File: src/rtl/xga_ball_pkg.sv
// Shared types and reset values for the multi-ball animator.
// Building with MULTI_BALL_COLLIDE_EN adds the COLLIDE state to the FSM enum.
package xga_ball_pkg;

  localparam int unsigned MAX_BALLS = 8;
  localparam int unsigned COORD_W   = 16;
  localparam int unsigned SPEED_W   = 3;

`ifdef MULTI_BALL_COLLIDE_EN
  typedef enum logic [1:0] {IDLE, STEP, COLLIDE, COMMIT} state_t;
`else
  typedef enum logic [1:0] {IDLE, STEP, COMMIT} state_t;
`endif

  // dir_x/dir_y: 0 moves toward larger coordinates, 1 toward smaller
  typedef struct packed {
    logic [COORD_W-1:0] x;
    logic [COORD_W-1:0] y;
    logic [SPEED_W-1:0] sx;
    logic [SPEED_W-1:0] sy;
    logic               dir_x;
    logic               dir_y;
  } ball_state_t;

  function automatic ball_state_t init_ball(input int unsigned i, input int unsigned n,
                                            input int unsigned w, input int unsigned h,
                                            input int unsigned ms);
    ball_state_t b;
    b.x     = COORD_W'((i + 1) * w / (n + 1));
    b.y     = COORD_W'(h / 2);
    b.sx    = SPEED_W'(1 + (i % ms));
    b.sy    = SPEED_W'(1 + (i % ms));
    b.dir_x = i[0];
    b.dir_y = 1'b0;
    return b;
  endfunction

endpackage

File: src/rtl/ball_step.sv
// Combinational one-frame advance of a single ball with wall reflection on both axes.
module ball_step
  import xga_ball_pkg::*;
#(
  parameter int unsigned width       = 1024,
  parameter int unsigned height      = 768,
  parameter int unsigned ball_radius = 16
) (
  input  ball_state_t cur,
  output ball_state_t nxt
);

  // Two guard bits above the coordinate give headroom for the signed sum.
  localparam int unsigned AW = COORD_W + 2;
  localparam logic signed [AW-1:0] LO   = AW'(ball_radius);
  localparam logic signed [AW-1:0] HI_X = AW'(width - 1 - ball_radius);
  localparam logic signed [AW-1:0] HI_Y = AW'(height - 1 - ball_radius);

  logic signed [AW-1:0] nx;
  logic signed [AW-1:0] ny;

  // Low wall is tested first so it wins when a step would cross both.
  function automatic void reflect(input logic signed [AW-1:0] n, input logic signed [AW-1:0] hi,
                                  input logic dir, output logic [COORD_W-1:0] p,
                                  output logic d);
    if (n < LO) begin
      p = COORD_W'(LO);
      d = ~dir;
    end else if (n > hi) begin
      p = COORD_W'(hi);
      d = ~dir;
    end else begin
      p = COORD_W'(n);
      d = dir;
    end
  endfunction

  always_comb begin
    nxt = cur;
    nx  = signed'({2'b00, cur.x}) + (cur.dir_x ? -signed'(AW'(cur.sx)) : signed'(AW'(cur.sx)));
    ny  = signed'({2'b00, cur.y}) + (cur.dir_y ? -signed'(AW'(cur.sy)) : signed'(AW'(cur.sy)));
    reflect(nx, HI_X, cur.dir_x, nxt.x, nxt.dir_x);
    reflect(ny, HI_Y, cur.dir_y, nxt.y, nxt.dir_y);
  end

endmodule

File: src/rtl/multi_ball_driver.sv
// Animates num_balls balls through one shared step datapath; positions publish atomically per frame.
// Define MULTI_BALL_COLLIDE_EN to add the pairwise velocity-swap COLLIDE pass.
module multi_ball_driver
  import xga_ball_pkg::*;
#(
  parameter int unsigned width       = 1024,
  parameter int unsigned height      = 768,
  parameter int unsigned num_balls   = 4,
  parameter int unsigned ball_radius = 16,
  parameter int unsigned max_speed   = 4
) (
  input  logic                                clk,
  input  logic                                reset,
  input  logic                                move,
  input  logic                                pause,
  output logic [num_balls*$clog2(width)-1:0]  h_pos,
  output logic [num_balls*$clog2(height)-1:0] v_pos,
  output logic                                busy,
  output logic                                done,
  output logic                                overrun
);

  localparam int unsigned WX = $clog2(width);
  localparam int unsigned WY = $clog2(height);
  localparam int unsigned IW = (num_balls > 1) ? $clog2(num_balls) : 1;
  localparam logic [IW-1:0] LAST = IW'(num_balls - 1);

  ball_state_t     live   [num_balls];
  ball_state_t     shadow [num_balls];
  ball_state_t     stepped;
  state_t          state;
  logic [IW-1:0]   idx;

  ball_step #(
    .width      (width),
    .height     (height),
    .ball_radius(ball_radius)
  ) u_step (
    .cur(shadow[idx]),
    .nxt(stepped)
  );

`ifdef MULTI_BALL_COLLIDE_EN
  logic [IW-1:0]      pi;
  logic [IW-1:0]      pj;
  logic [COORD_W-1:0] ddx;
  logic [COORD_W-1:0] ddy;
  logic               hit;

  always_comb begin
    ddx = (shadow[pi].x > shadow[pj].x) ? shadow[pi].x - shadow[pj].x : shadow[pj].x - shadow[pi].x;
    ddy = (shadow[pi].y > shadow[pj].y) ? shadow[pi].y - shadow[pj].y : shadow[pj].y - shadow[pi].y;
    hit = (ddx < COORD_W'(2 * ball_radius)) && (ddy < COORD_W'(2 * ball_radius));
  end
`endif

  always_ff @(posedge clk) begin
    if (!reset) begin
      state   <= IDLE;
      idx     <= '0;
      busy    <= 1'b0;
      done    <= 1'b0;
      overrun <= 1'b0;
      for (int unsigned i = 0; i < num_balls; i++) begin
        live[i]   <= init_ball(i, num_balls, width, height, max_speed);
        shadow[i] <= init_ball(i, num_balls, width, height, max_speed);
      end
`ifdef MULTI_BALL_COLLIDE_EN
      pi <= '0;
      pj <= '0;
`endif
    end else begin
      done <= 1'b0;
      if (move && busy) overrun <= 1'b1;
      case (state)
        IDLE: begin
          if (move) begin
            state <= STEP;
            idx   <= '0;
            busy  <= 1'b1;
            for (int unsigned i = 0; i < num_balls; i++) shadow[i] <= live[i];
          end
        end
        STEP: begin
          if (!pause) shadow[idx] <= stepped;
          if (idx == LAST) begin
            idx <= '0;
`ifdef MULTI_BALL_COLLIDE_EN
            if (num_balls > 1) begin
              state <= COLLIDE;
              pi    <= '0;
              pj    <= IW'(1);
            end else begin
              state <= COMMIT;
            end
`else
            state <= COMMIT;
`endif
          end else begin
            idx <= idx + 1'b1;
          end
        end
`ifdef MULTI_BALL_COLLIDE_EN
        // Pairs are scanned (0,1),(0,2)..(N-2,N-1); a swap is visible to later pairs.
        COLLIDE: begin
          if (hit && !pause) begin
            shadow[pi].sx    <= shadow[pj].sx;
            shadow[pi].sy    <= shadow[pj].sy;
            shadow[pi].dir_x <= shadow[pj].dir_x;
            shadow[pi].dir_y <= shadow[pj].dir_y;
            shadow[pj].sx    <= shadow[pi].sx;
            shadow[pj].sy    <= shadow[pi].sy;
            shadow[pj].dir_x <= shadow[pi].dir_x;
            shadow[pj].dir_y <= shadow[pi].dir_y;
          end
          if (pj == LAST) begin
            if (pi == LAST - 1'b1) begin
              state <= COMMIT;
            end else begin
              pi <= pi + 1'b1;
              pj <= pi + IW'(2);
            end
          end else begin
            pj <= pj + 1'b1;
          end
        end
`endif
        COMMIT: begin
          for (int unsigned i = 0; i < num_balls; i++) live[i] <= shadow[i];
          done  <= 1'b1;
          busy  <= 1'b0;
          state <= IDLE;
        end
        default: state <= IDLE;
      endcase
    end
  end

  always_comb begin
    h_pos = '0;
    v_pos = '0;
    for (int unsigned i = 0; i < num_balls; i++) begin
      h_pos[i*WX +: WX] = live[i].x[WX-1:0];
      v_pos[i*WY +: WY] = live[i].y[WY-1:0];
    end
  end

endmodule

File: config.mk
export PLATFORM = sky130hd
export DESIGN_NAME = multi_ball_driver
export DESIGN_NICKNAME = d
export VERILOG_FILES = /design/src/rtl/xga_ball_pkg.sv /design/src/rtl/ball_step.sv /design/src/rtl/multi_ball_driver.sv
export SDC_FILE = /design/constraint.sdc
export NUM_CORES = 1
export LEC_CHECK = 0
export CAP_MARGIN = 20
export CELL_PAD_IN_SITES_DETAIL_PLACEMENT = 1
export CELL_PAD_IN_SITES_GLOBAL_PLACEMENT = 1
export CORE_MARGIN = 2
export CORE_UTILIZATION = 54
export DETAILED_ROUTE_END_ITERATION = 8
export DONT_BUFFER_PORTS = 1
export GPL_TIMING_DRIVEN = 0
export PLACE_DENSITY_LB_ADDON = 0.15
export SYNTH_ARGS = -nofsm -noshare
export SYNTH_HDL_FRONTEND = slang
export SYNTH_HIERARCHICAL = 1
export SYNTH_SLANG_ARGS = --single-unit
File: constraint.sdc
create_clock -name clk -period 6.8 [get_ports clk]
set_input_delay 1.02 -clock clk [delete_from_list [all_inputs] [get_ports clk]]
set_output_delay 1.02 -clock clk [all_outputs]
set_load 0.02 [all_outputs]
# Yosys cells after proc, flatten, opt, wreduce, memory -nomap -nowiden
# Memories as Yosys holds them, arrays and structs flattened. A register that Yosys moved wholly into a read port is not among the register bits.
# Cells that the tools add are included.
# op_classes
addsub	5
order_cmp	4
n_eq_ne	5
mux	43
n_bitwise	10
n_reduce_logical	8
# op_table
cell	count
40-bit two-way mux	9
16-bit two-way mux	4
40-bit OR reduction	1
17-bit by 18-bit adder with 18-bit output	2
18-bit by 11-bit > comparator with 1-bit output (second input constant)	2
18-bit by 6-bit less-than comparator with 1-bit output (second input constant)	2
18-bit two-way mux	2
3-bit negation with 18-bit output	2
1-bit two-way mux	18
2-bit two-way mux	7
1-bit OR	8
2-bit one-hot mux with 2 select lines	2
2-bit AND reduction	3
2-bit equality test (second input constant)	2
2-bit inequality test (second input constant)	2
2-bit nonzero test	2
2-bit by 1-bit adder with 2-bit output (second input constant)	1
2-bit by 1-bit equality test with 1-bit output (second input constant)	1
2-bit zero test	1
1-bit inverter	2
1-bit one-hot mux with 2 select lines	1
1-bit logical AND	1
# word_totals
register_bits	7
ram_bits	320
input_bits	4
word_cells	82
memories	2
# memory_table
memory	depth	word_bits	read_ports	rd_clocked_by_memory_dff	wr	line_no	source
live	4	40	4	0	4	multi_ball_driver.sv:28	ball_state_t live [num_balls];
shadow	4	40	5	1	4	multi_ball_driver.sv:29	ball_state_t shadow [num_balls];

# Depth between registers and ports, before layout
# Gate-level depths: netlist of run 1.
# logic_depth
depth_word	7
mapped_depth	23
ltp_nobuf	17

# Hierarchy
# The synthesis of run 1 kept the hierarchy.
# by_module_without_submodules
module	instances	cells_each	area_per_inst_um2	seq_area_each_um2
multi_ball_driver	1	887	14631.5	9789.4
ball_step	1	419	2812.7	0.0

# Worst setup path before layout of run 1
# OpenSTA, ideal clock, no wires.
# synth_timing
path_kind	register to register
from	reg with a tool-made name
to	mem shadow[1][1] (netlist bit) (data pin)
setup_time_ns	0.261
arrival_ns	4.913
path_slack_ns	1.626
path_stages_with_launch	22
path_buffers	4
period_less_slack_ns	5.174
cell_sequence	dfxtp_1 > clkbuf_1 > buf_4 > mux4_2 > inv_1 > ha_1 > ha_1 > nand2b_1 > inv_1 > buf_2 > buf_2 > ha_1 > a21o_1 > a21o_1 > a211oi_1 > o21ai_0 > xnor2_1 > or4b_1 > nor2_1 > and4bb_2 > xnor2_1 > o32a_1
# synth_lines
element	line_no
end: declaration	multi_ball_driver.sv:29

==> flow_summary.json, run 1 <==
{
  "status": "complete, no violations",
  "postRouteWirelength_um": 59000,
  "yosys_warnings": 6,
  "rsz0062_at_grt": "no",
  "holdCritPathClass": "reg -> reg",
  "gp_congestion": 0.866,
  "async_flop_share": 0,
  "dpl-instance-area_um2": 18300,
  "die_w_um": 184,
  "final-hold-violation-count": 0,
  "fin_hold_ws_ps": 524,
  "ys_ff_latch": 329,
  "num_vias": 12700,
  "yosysTopAreaCellShare": 0.551,
  "drt_first_pass_iters": 5,
  "grt_pass1_wl_um": 87000,
  "p_per_area_nw_per_um2": 279,
  "fin_setup_tns_ps": 0,
  "n_antenna_cell": 0,
  "stdcell_area_um2": 19400,
  "final_nets": 1421,
  "startpoint_type": "register",
  "dieArea_um2": 33800,
  "maxSlewViolCount": 0,
  "setup_viol": 0,
  "top_usage_layer": "met2",
  "dpl_worst_slack_ps": 278,
  "drive_above_1_share": 0.211,
  "core_area_um2": 31700,
  "peakVddDrop_mv": 0.211,
  "ys_seq_area_frac": 0.561,
  "use_met3": 0.103,
  "fmax_mhz": 156,
  "viasPerCell": 7.01,
  "cts_tree": "built",
  "slew_headroom": 0.235,
  "worst_slack_ps": 404,
  "io_buffers": 0,
  "crit_family": "simple AND/OR/NAND/NOR gates",
  "syn_inst": 1306,
  "grt-ovfl-total": 0,
  "grt_max_degree": 55,
  "track_usage": 0.355,
  "clock_sinks": 329,
  "clkLatencyLatePin_ps": 530,
  "clk_pin_slew_ps": 60,
  "avgSynthCellArea_um2": 13.4,
  "critPathMaxFanout": 11,
  "tightest_slew_ps": 1150,
  "synth_edf_count": 320,
  "drv_cap": 0,
  "final_antenna_net_count": 0,
  "worst_path_most_repeated_cell": "ha_1",
  "cts_buffers": 36,
  "syn_area_um2": 17400,
  "area_growth_pct": 11.5,
  "critPathCaptureType": "register",
  "ys_types": 84,
  "critPathSlowestCell": "mux4_2",
  "finalCritPeriodShare": 0.941,
  "crit_chain": "clkbuf_1 -> buf_4 -> mux4_2 -> inv_1 -> ha_1 -> ha_1 -> nand2b_1 -> inv_1 -> buf_2 -> buf_2 -> ha_1 -> a21o_1 -> a21o_1 -> a211oi_1 -> o21ai_0 -> xnor2_1 -> or4b_1 -> nor2_1 -> and4bb_2 -> xnor2_1 -> a32o_1",
  "synth_area_leader_cell": "edfxtp_1",
  "clockRootBuffer": "clkbuf_16",
  "die_y_um": 184,
  "start_util": 0.550,
  "cp_data_arrival_time_ps": 6790,
  "detailed_place_hpwl_um": 39200,
  "p_leak_nw": 6.84,
  "synth_common_cells": "edfxtp_1 (320), and2_1 (126), a32o_1 (120)",
  "drc_errors": 0,
  "wl_per_cell_um": 32.6,
  "slowest_delay_ps": 680,
  "crit_buf_inv": 6,
  "grt_pass1_vias": 13300,
  "use_met1": 0.470,
  "drtIter0Drc": 1703,
  "synth.most_common_cell": "edfxtp_1",
  "antenna_found_initial": 1,
  "cts_buffer_depth": 3,
  "synth_ff_type": "edfxtp_1",
  "period_needed_ps": 6400,
  "rows": 65,
  "ios": 87,
  "clock_skew_ps": 24.7,
  "crit_type": "reg -> reg",
  "netlist_top_cells_area": "edfxtp_1 (55%), a32o_1 (6.9%), mux4_2 (5.2%), and2_1 (4.5%), buf_4 (4.4%)",
  "gr-usage-met2": 0.555,
  "postCtsSetupRepairBufs": 0,
  "cp_data_required_time_ps": 7190,
  "htree_levels": 2
}
cell families after synthesis:
group                    synth area share
XOR/XNOR                           0.0136
adder cells (fa/ha/maj)            0.0287
multiplexers                       0.0548
buffers and inverters              0.0802
AO/OA/AOI/OAI                       0.156
AND/OR/NAND/NOR                     0.105
flip-flops                          0.561
other                            0.000215
timing repair:
item                       4_1_cts  5_1_grt
gates resized for setup          0        6
hold buffers                     0        0
setup endpoints to repair        0       39
final timing paths:
| check | startpoint | to | slack (ps) | cells past startpoint |
|---|---|---|---|---|
| setup / recovery | register | shadow[0][1] | 400 | 21 |
| hold / removal | shadow[1][27] | live[1][27] | 520 | 1 |
| setup reg to reg | register | shadow[0][1] | 400 | 21 |
| hold reg to reg | shadow[1][27] | live[1][27] | 520 | 1 |
where the power goes:
part           total (mW)  internal [mW]  switching [mW]
clock                1.98           1.13           0.847
combinational        1.09          0.374           0.716
sequential           2.37           2.32          0.0524
total                5.43           3.82            1.61
stage by stage:
| stage | power (mW) | cells | util |
|---|---|---|---|
| 2_1_floorplan | 3.13 | 1317 | - |
| 3_3_place_gp | 3.42 | 1719 | 0.567 |
| 3_5_place_dp | 3.45 | 1747 | 0.577 |
| 4_1_cts | 5.39 | 1811 | 0.613 |
| 5_1_grt | 5.58 | 1811 | 0.613 |
| 6_report | 5.43 | 1811 | 0.613 |
worst register-to-register path: cells and delay by family (launching register included):
kind                     cells  cell delay [ps]
AND/OR/NAND/NOR              4             1360
buffers and inverters        6             1230
AO/OA/AOI/OAI                5             1130
XOR/XNOR                     2              830
adder cells (fa/ha/maj)      3              720
multiplexers                 1              690
flip-flops                   1              310
placed cells by master, fill, tap and decap left out, drive strengths merged, types with 5 or more instances in the layout:
cell type    n
conb        12
nor2        31
xor2         6
a211oi       7
mux4        40
a21o        16
nand2       29
dfxtp        9
o211ai       5
nor2b        5
edfxtp     320
nor3        11
o32a        41
nand2b      50
clkinv      18
buf        180
nand3       18
ha          32
a31oi       16
and3         5
a32o       120
and2       126
clkbuf      98
a21oi       37
o31ai        5
o21ai       34
maj3         6
inv         23
xnor2       21
layout make-up:
cell class / instances / area (um2)
fillers: 3067 / 12300
plain buffers: 208 / 1310
inverters: 23 / 88.8
multi-input cells: 757 / 6300
clock inverters: 22 / 223
well taps: 402 / 503
clock buffers: 42 / 923
repair buffers: 28 / 300
flip-flops and latches: 329 / 9790
state kept, by name, summed over array words and instances, names as in the netlist, named ones only:
register,flops
busy,1
done,1
idx,2
live,160
overrun,1
shadow,160
state,2
routing by layer:
metal  wire length, um  part of all wire
met4              2400             0.041
met1             22400              0.38
met5                13           0.00022
met3              6920              0.12
met2             27300              0.46
(Power assumes the default switching activity.)
==> inputs of run 2 (changes only) <==
--- a/config.mk
+++ b/config.mk
@@ -8,6 +8,7 @@
 export CAP_MARGIN = 20
 export CELL_PAD_IN_SITES_DETAIL_PLACEMENT = 1
 export CELL_PAD_IN_SITES_GLOBAL_PLACEMENT = 1
+export CORE_ASPECT_RATIO = 1.4
 export CORE_MARGIN = 2
 export CORE_UTILIZATION = 54
 export DETAILED_ROUTE_END_ITERATION = 8
==> run 2 against run 1 <==
Against the previous run: non-clock buffer count fell by 1; wire length fell by 2.6%; hold slack improved by 7.2 ps; sequential cell count did not move; register-to-register slack got worse by 150 ps.
==> flow_summary.json, run 2 (synthesis gave the netlist of run 1 again) <==
{
  "postRouteWirelength_um": 57400,
  "die_y_um": 217,
  "holdCritPathClass": "reg -> reg",
  "fmax_mhz": 153,
  "critPathSlowestCell": "mux4_2",
  "maxSlewViolCount": 0,
  "clock_skew_ps": 21.1,
  "fin_setup_tns_ps": 0,
  "startpoint_type": "register",
  "htree_levels": 2,
  "final_common_cell": "edfxtp_1",
  "drtIter0Drc": 1258,
  "tightest_slew_ps": 1080,
  "setup_viol": 0,
  "peakVddDrop_mv": 0.171,
  "clock_sinks": 329,
  "cp_data_arrival_time_ps": 6830,
  "core_area_um2": 31700,
  "ctsHoldBuffers": 0,
  "clkLatencyLatePin_ps": 540,
  "rows": 77,
  "crit_buf_inv": 6,
  "critPathCaptureType": "register",
  "dpl-instance-area_um2": 18200,
  "io_buffers": 0,
  "worst_path_most_repeated_cell": "ha_1",
  "ios": 87,
  "grt_max_degree": 64,
  "start_util": 0.550,
  "critPathMaxFanout": 11,
  "die_w_um": 156,
  "grt-ovfl-total": 0,
  "stdcell_area_um2": 19300,
  "drv_cap": 0,
  "final_util": 0.609,
  "final_nets": 1418,
  "dieArea_um2": 33800,
  "crit_type": "reg -> reg",
  "p_leak_nw": 6.78,
  "wl_per_cell_um": 32.0,
  "final-hold-violation-count": 0,
  "num_vias": 12400,
  "slew_headroom": 0.279,
  "cts_buffers": 34,
  "antenna_found_initial": 0,
  "crit_chain": "clkbuf_1 -> buf_4 -> mux4_2 -> inv_1 -> ha_1 -> ha_1 -> nand2b_1 -> inv_1 -> buf_2 -> buf_2 -> ha_1 -> a21o_1 -> a21o_1 -> a211oi_1 -> o21ai_0 -> xnor2_1 -> or4b_1 -> nor2_1 -> and4bb_2 -> xnor2_1 -> o32a_1",
  "period_needed_ps": 6540,
  "final_antenna_net_count": 0,
  "cts_buffer_depth": 3,
  "cts_tree": "built",
  "grt_pass1_vias": 13000,
  "finalCritPeriodShare": 0.962,
  "p_per_area_nw_per_um2": 271,
  "area_growth_pct": 10.6,
  "fillers": 3083,
  "viasPerCell": 6.91,
  "drive_above_1_share": 0.208,
  "clockRootBuffer": "clkbuf_16",
  "final_cell_mix": "edfxtp_1 (320), and2_1 (126), a32o_1 (120)",
  "dp.cells": 1737,
  "grt_pass1_wl_um": 85000,
  "detailed_place_hpwl_um": 39300,
  "status": "complete, no violations",
  "rsz0062_at_grt": "no",
  "gp_congestion": 0.911,
  "crit_family": "simple AND/OR/NAND/NOR gates",
  "drc_errors": 0,
  "clk_pin_slew_ps": 70,
  "cp_data_required_time_ps": 7080,
  "top_regs": "live x160, shadow x160",
  "drt_first_pass_iters": 5,
  "n_antenna_cell": 0,
  "layout.cells.non_filler": 1798,
  "slowest_delay_ps": 670,
  "track_usage": 0.345
}
[run 2: changes by cell type in the layout (fill, tap and decap cells not counted), moves of 2 or more]
cell | before | now
buf_4 | 120 | 118
buf_8 | 1 | 3
bufinv_16 | 4 | 1
clkinv_2 | 6 | 9
clkinv_4 | 2 | 0
[run 2: where the power goes]
part           switching (mW)  leakage, nW  total, mW  internal, mW
Combinational           0.707         3.10       1.08         0.371
Clock                   0.800        0.502       1.78         0.979
Sequential             0.0476         3.17       2.36          2.32
Total                    1.55         6.78       5.22          3.67
[run 2: cell type report]
cell class | instances | area [um2] | share of cell area
Timing Repair Buffer | 27 | 288 | 0.0149
Buffer | 208 | 1320 | 0.0683
Tap cell | 395 | 494 | 0.0256
Sequential cell | 329 | 9790 | 0.507
Clock buffer | 40 | 895 | 0.0464
Inverter | 23 | 88.8 | 0.00460
Clock inverter | 19 | 118 | 0.00610
Multi-Input combinational cell | 757 | 6300 | 0.327
[run 2: through the flow]
| stage | total power [mW] | hold WS [ps] | setup WS (ps) |
|---|---|---|---|
| 2_1_floorplan | 3.13 | 499 | 1630 |
| 3_3_place_gp | 3.43 | 509 | -714 |
| 3_5_place_dp | 3.45 | 524 | 275 |
| 4_1_cts | 5.21 | 522 | 175 |
| 5_1_grt | 5.38 | 544 | 13.4 |
| 6_report | 5.22 | 532 | 256 |
[run 2: worst reg2reg max path, stage by stage (launching register included)]
cell,delay [ps]
dfxtp_1,310
clkbuf_1,170
buf_4,330
mux4_2,680
inv_1,110
ha_1,150
ha_1,170
nand2b_1,320
inv_1,180
buf_2,240
buf_2,220
ha_1,400
a21o_1,260
a21o_1,240
a211oi_1,220
o21ai_0,160
xnor2_1,200
or4b_1,580
nor2_1,360
and4bb_2,340
xnor2_1,260
o32a_1,410
[run 2: per-layer routing]
layer / up-vias / track usage / wire length [um]
met4: 0 / 0.191 / 3470
met3: 185 / 0.0560 / 3820
met1: 6385 / 0.416 / 20800
met5: - / 0 / 0
li1: 5200 / - / -
met2: 660 / 0.590 / 29300
[run 2: timing repair]
action / CTS / global route
hold endpoints to repair: 0 / 0
setup buffers: 0 / 0
gates resized for setup: 0 / 5
endpoints found under the setup margin: 0 / 19
[run 2: worst paths after layout]
| path | to | from | cells after the start | slack [ps] |
|---|---|---|---|---|
| setup / recovery | shadow[1][1] | register | 21 | 260 |
| hold / removal | shadow[2][36] | live[2][36] | 1 | 530 |
| setup reg to reg | shadow[1][1] | register | 21 | 260 |
| hold reg to reg | shadow[2][36] | live[2][36] | 1 | 530 |
==> inputs of run 3 (changes only) <==
--- a/config.mk
+++ b/config.mk
@@ -15,6 +15,7 @@
 export DONT_BUFFER_PORTS = 1
 export GPL_TIMING_DRIVEN = 0
 export PLACE_DENSITY_LB_ADDON = 0.15
+export SETUP_SLACK_MARGIN = 0.4
 export SYNTH_ARGS = -nofsm -noshare
 export SYNTH_HDL_FRONTEND = slang
 export SYNTH_HIERARCHICAL = 1
==> run 3 against run 2 <==
Against the previous run: first-iteration DRC count rose by 3.8%; clock skew up 1.0 ps; die area unchanged; sequential share of layout area fell by 0.092 points; sequential cell count is the same; count of clock-buffer cells in the layout unchanged; largest cell class unchanged.
==> flow_summary.json, run 3 (synthesis gave the netlist of run 1 again) <==
{
  "stdcell_area_um2": 19300,
  "clock_skew_ps": 22.2,
  "worst-r2r-cell-count": 21,
  "status": "complete, no violations",
  "dpl_worst_slack_ps": 275,
  "pwr-share-comb": 0.209,
  "htree_levels": 2,
  "die_y_um": 217,
  "hold_start": "live[2][36]",
  "r2r_end": "shadow[0][0]",
  "seq_power_share": 0.451,
  "antenna_found_initial": 0,
  "maxSlewViolCount": 0,
  "highest_layer": "met4",
  "postCtsSetupRepairBufs": 0,
  "area_growth_pct": 10.8,
  "drt_first_pass_iters": 5,
  "clock_sinks": 329,
  "clkLatencyLatePin_ps": 530,
  "holdCritPathClass": "reg -> reg",
  "multi_input_comb_area_um2": 6340,
  "tightest_slew_ps": 1030,
  "swShare": 0.300,
  "worst_slack_ps": 593,
  "dieArea_um2": 33800,
  "switchingPower_mw": 1.57,
  "r2r_setup_slack_ps": 590,
  "crit_type": "reg -> reg",
  "wl_met2_um": 29500,
  "slew_headroom": 0.309,
  "core_area_um2": 31700,
  "setup_viol": 0,
  "final-hold-violation-count": 0,
  "ios": 87,
  "seqCellArea_um2": 9790,
  "rows": 77,
  "grt_pass1_vias": 13000,
  "holdPathStages": 1,
  "io_buffers": 0,
  "finalCritPeriodShare": 0.913,
  "die_w_um": 156,
  "cts_buffers": 34,
  "final_cell_mix": "edfxtp_1 (320), and2_1 (126), a32o_1 (120)",
  "ctsHoldBuffers": 0,
  "viasPerCell": 6.93,
  "grt_pass1_wl_um": 85000,
  "cp_data_required_time_ps": 7080,
  "cp_data_arrival_time_ps": 6490,
  "wl_per_cell_um": 32.1,
  "hold_end": "shadow[2][36]",
  "fmax_mhz": 161,
  "final_common_cell": "edfxtp_1",
  "grt_max_degree": 64,
  "n_antenna_cell": 0,
  "met1_length_um": 20900,
  "drc_errors": 0,
  "detailed_place_hpwl_um": 39300,
  "startpoint_type": "register",
  "peakVddDrop_mv": 0.171,
  "fillers": 3088,
  "clkPwrFrac": 0.340,
  "postRouteWirelength_um": 57700,
  "p_per_area_nw_per_um2": 271,
  "cts_tree": "built",
  "final_nets": 1418,
  "drtIter0Drc": 1306,
  "gp_congestion": 0.911,
  "start_util": 0.550,
  "top_regs": "live x160, shadow x160",
  "grt-ovfl-total": 0,
  "rsz0062_at_grt": "yes",
  "internal_power_mw": 3.67,
  "clk_pin_slew_ps": 70,
  "period_needed_ps": 6210,
  "cts_buffer_depth": 3,
  "critPathCaptureType": "register",
  "clockRootBuffer": "clkbuf_16",
  "final_antenna_net_count": 0,
  "drv_cap": 0,
  "p_leak_nw": 6.78,
  "drive_above_1_share": 0.214,
  "met3_wirelength_um": 3850,
  "num_vias": 12500,
  "dpl-instance-area_um2": 18200,
  "critPathMaxFanout": 11,
  "track_usage": 0.345
}
[run 3: cell types whose count changed in the layout (fill, tap and decap cells not counted), sizes merged]
| cell | before | now |
|---|---|---|
| clkbuf | 95 | 96 |
| clkdlybuf4s15 | 1 | 0 |
[run 3: final cells by class]
cell class                      count  area share
Multi-Input combinational cell    757       0.328
Inverter                           23     0.00460
Timing Repair Buffer               27      0.0149
Clock inverter                     19     0.00608
Sequential cell                   329       0.506
Tap cell                          395      0.0256
Clock buffer                       40      0.0463
Buffer                            208      0.0681
[run 3: critical path, cell delays in order (launching register included)]
cell and delay [ps]:
dfxtp_1 300, clkbuf_1 190, buf_4 350, mux4_2 610, inv_1 100, ha_1 150, ha_1 260, nand2b_4 220
inv_4 80, buf_2 210, buf_2 230, ha_1 290, clkbuf_1 300, nand3_1 290, a31o_2 290, a221oi_1 270
nand3_1 180, nor4b_4 330, o2111ai_2 280, or3_1 490, xor2_1 220, a32o_1 280
[run 3: power by group through the flow]
stage | clock network [mW] | logic [mW] | registers [mW]
floorplan | 0 | 0.733 | 2.39
global placement | 0 | 1.00 | 2.42
detailed placement | 0 | 1.04 | 2.40
CTS | 1.79 | 1.06 | 2.36
global route | 1.86 | 1.17 | 2.37
finish | 1.78 | 1.09 | 2.36
[run 3: through the flow]
step	power [mW]	TNS (ps)	util	hold slack, ps	cells
after floorplan	3.13	0	-	499	1317
after detailed placement	3.45	0	0.576	524	1737
after global routing	5.40	0	0.610	544	1798
after CTS	5.21	0	0.608	522	1796
final	5.24	0	0.610	529	1798
after global placement	3.43	-109960	0.567	509	1712
[run 3: how the worst max path moves through the flow]
stage / startpoint / to / slack, ps / cells after the start
6_report: register / shadow[0][0] / 590 / 21
4_1_cts: register / shadow[1][1] / 410 / 21
2_1_floorplan: register / shadow[1][1] / 1630 / 21
5_1_grt: register / shadow[0][12] / 340 / 23
3_5_place_dp: register / shadow[1][1] / 280 / 20
3_3_place_gp: reset / live[2][17] / -710 / 2
[run 3: routing by layer]
| metal | track usage | up-vias |
|---|---|---|
| met5 | 0 | - |
| met4 | 0.191 | 0 |
| met3 | 0.0560 | 174 |
| met2 | 0.590 | 636 |
| met1 | 0.416 | 6458 |
| li1 | - | 5193 |
[run 3: timing repair]
action / CTS / global route
resized for setup: 2 / 8
hold endpoints to repair: 0 / 0
endpoints found under the setup margin: 11 / 55
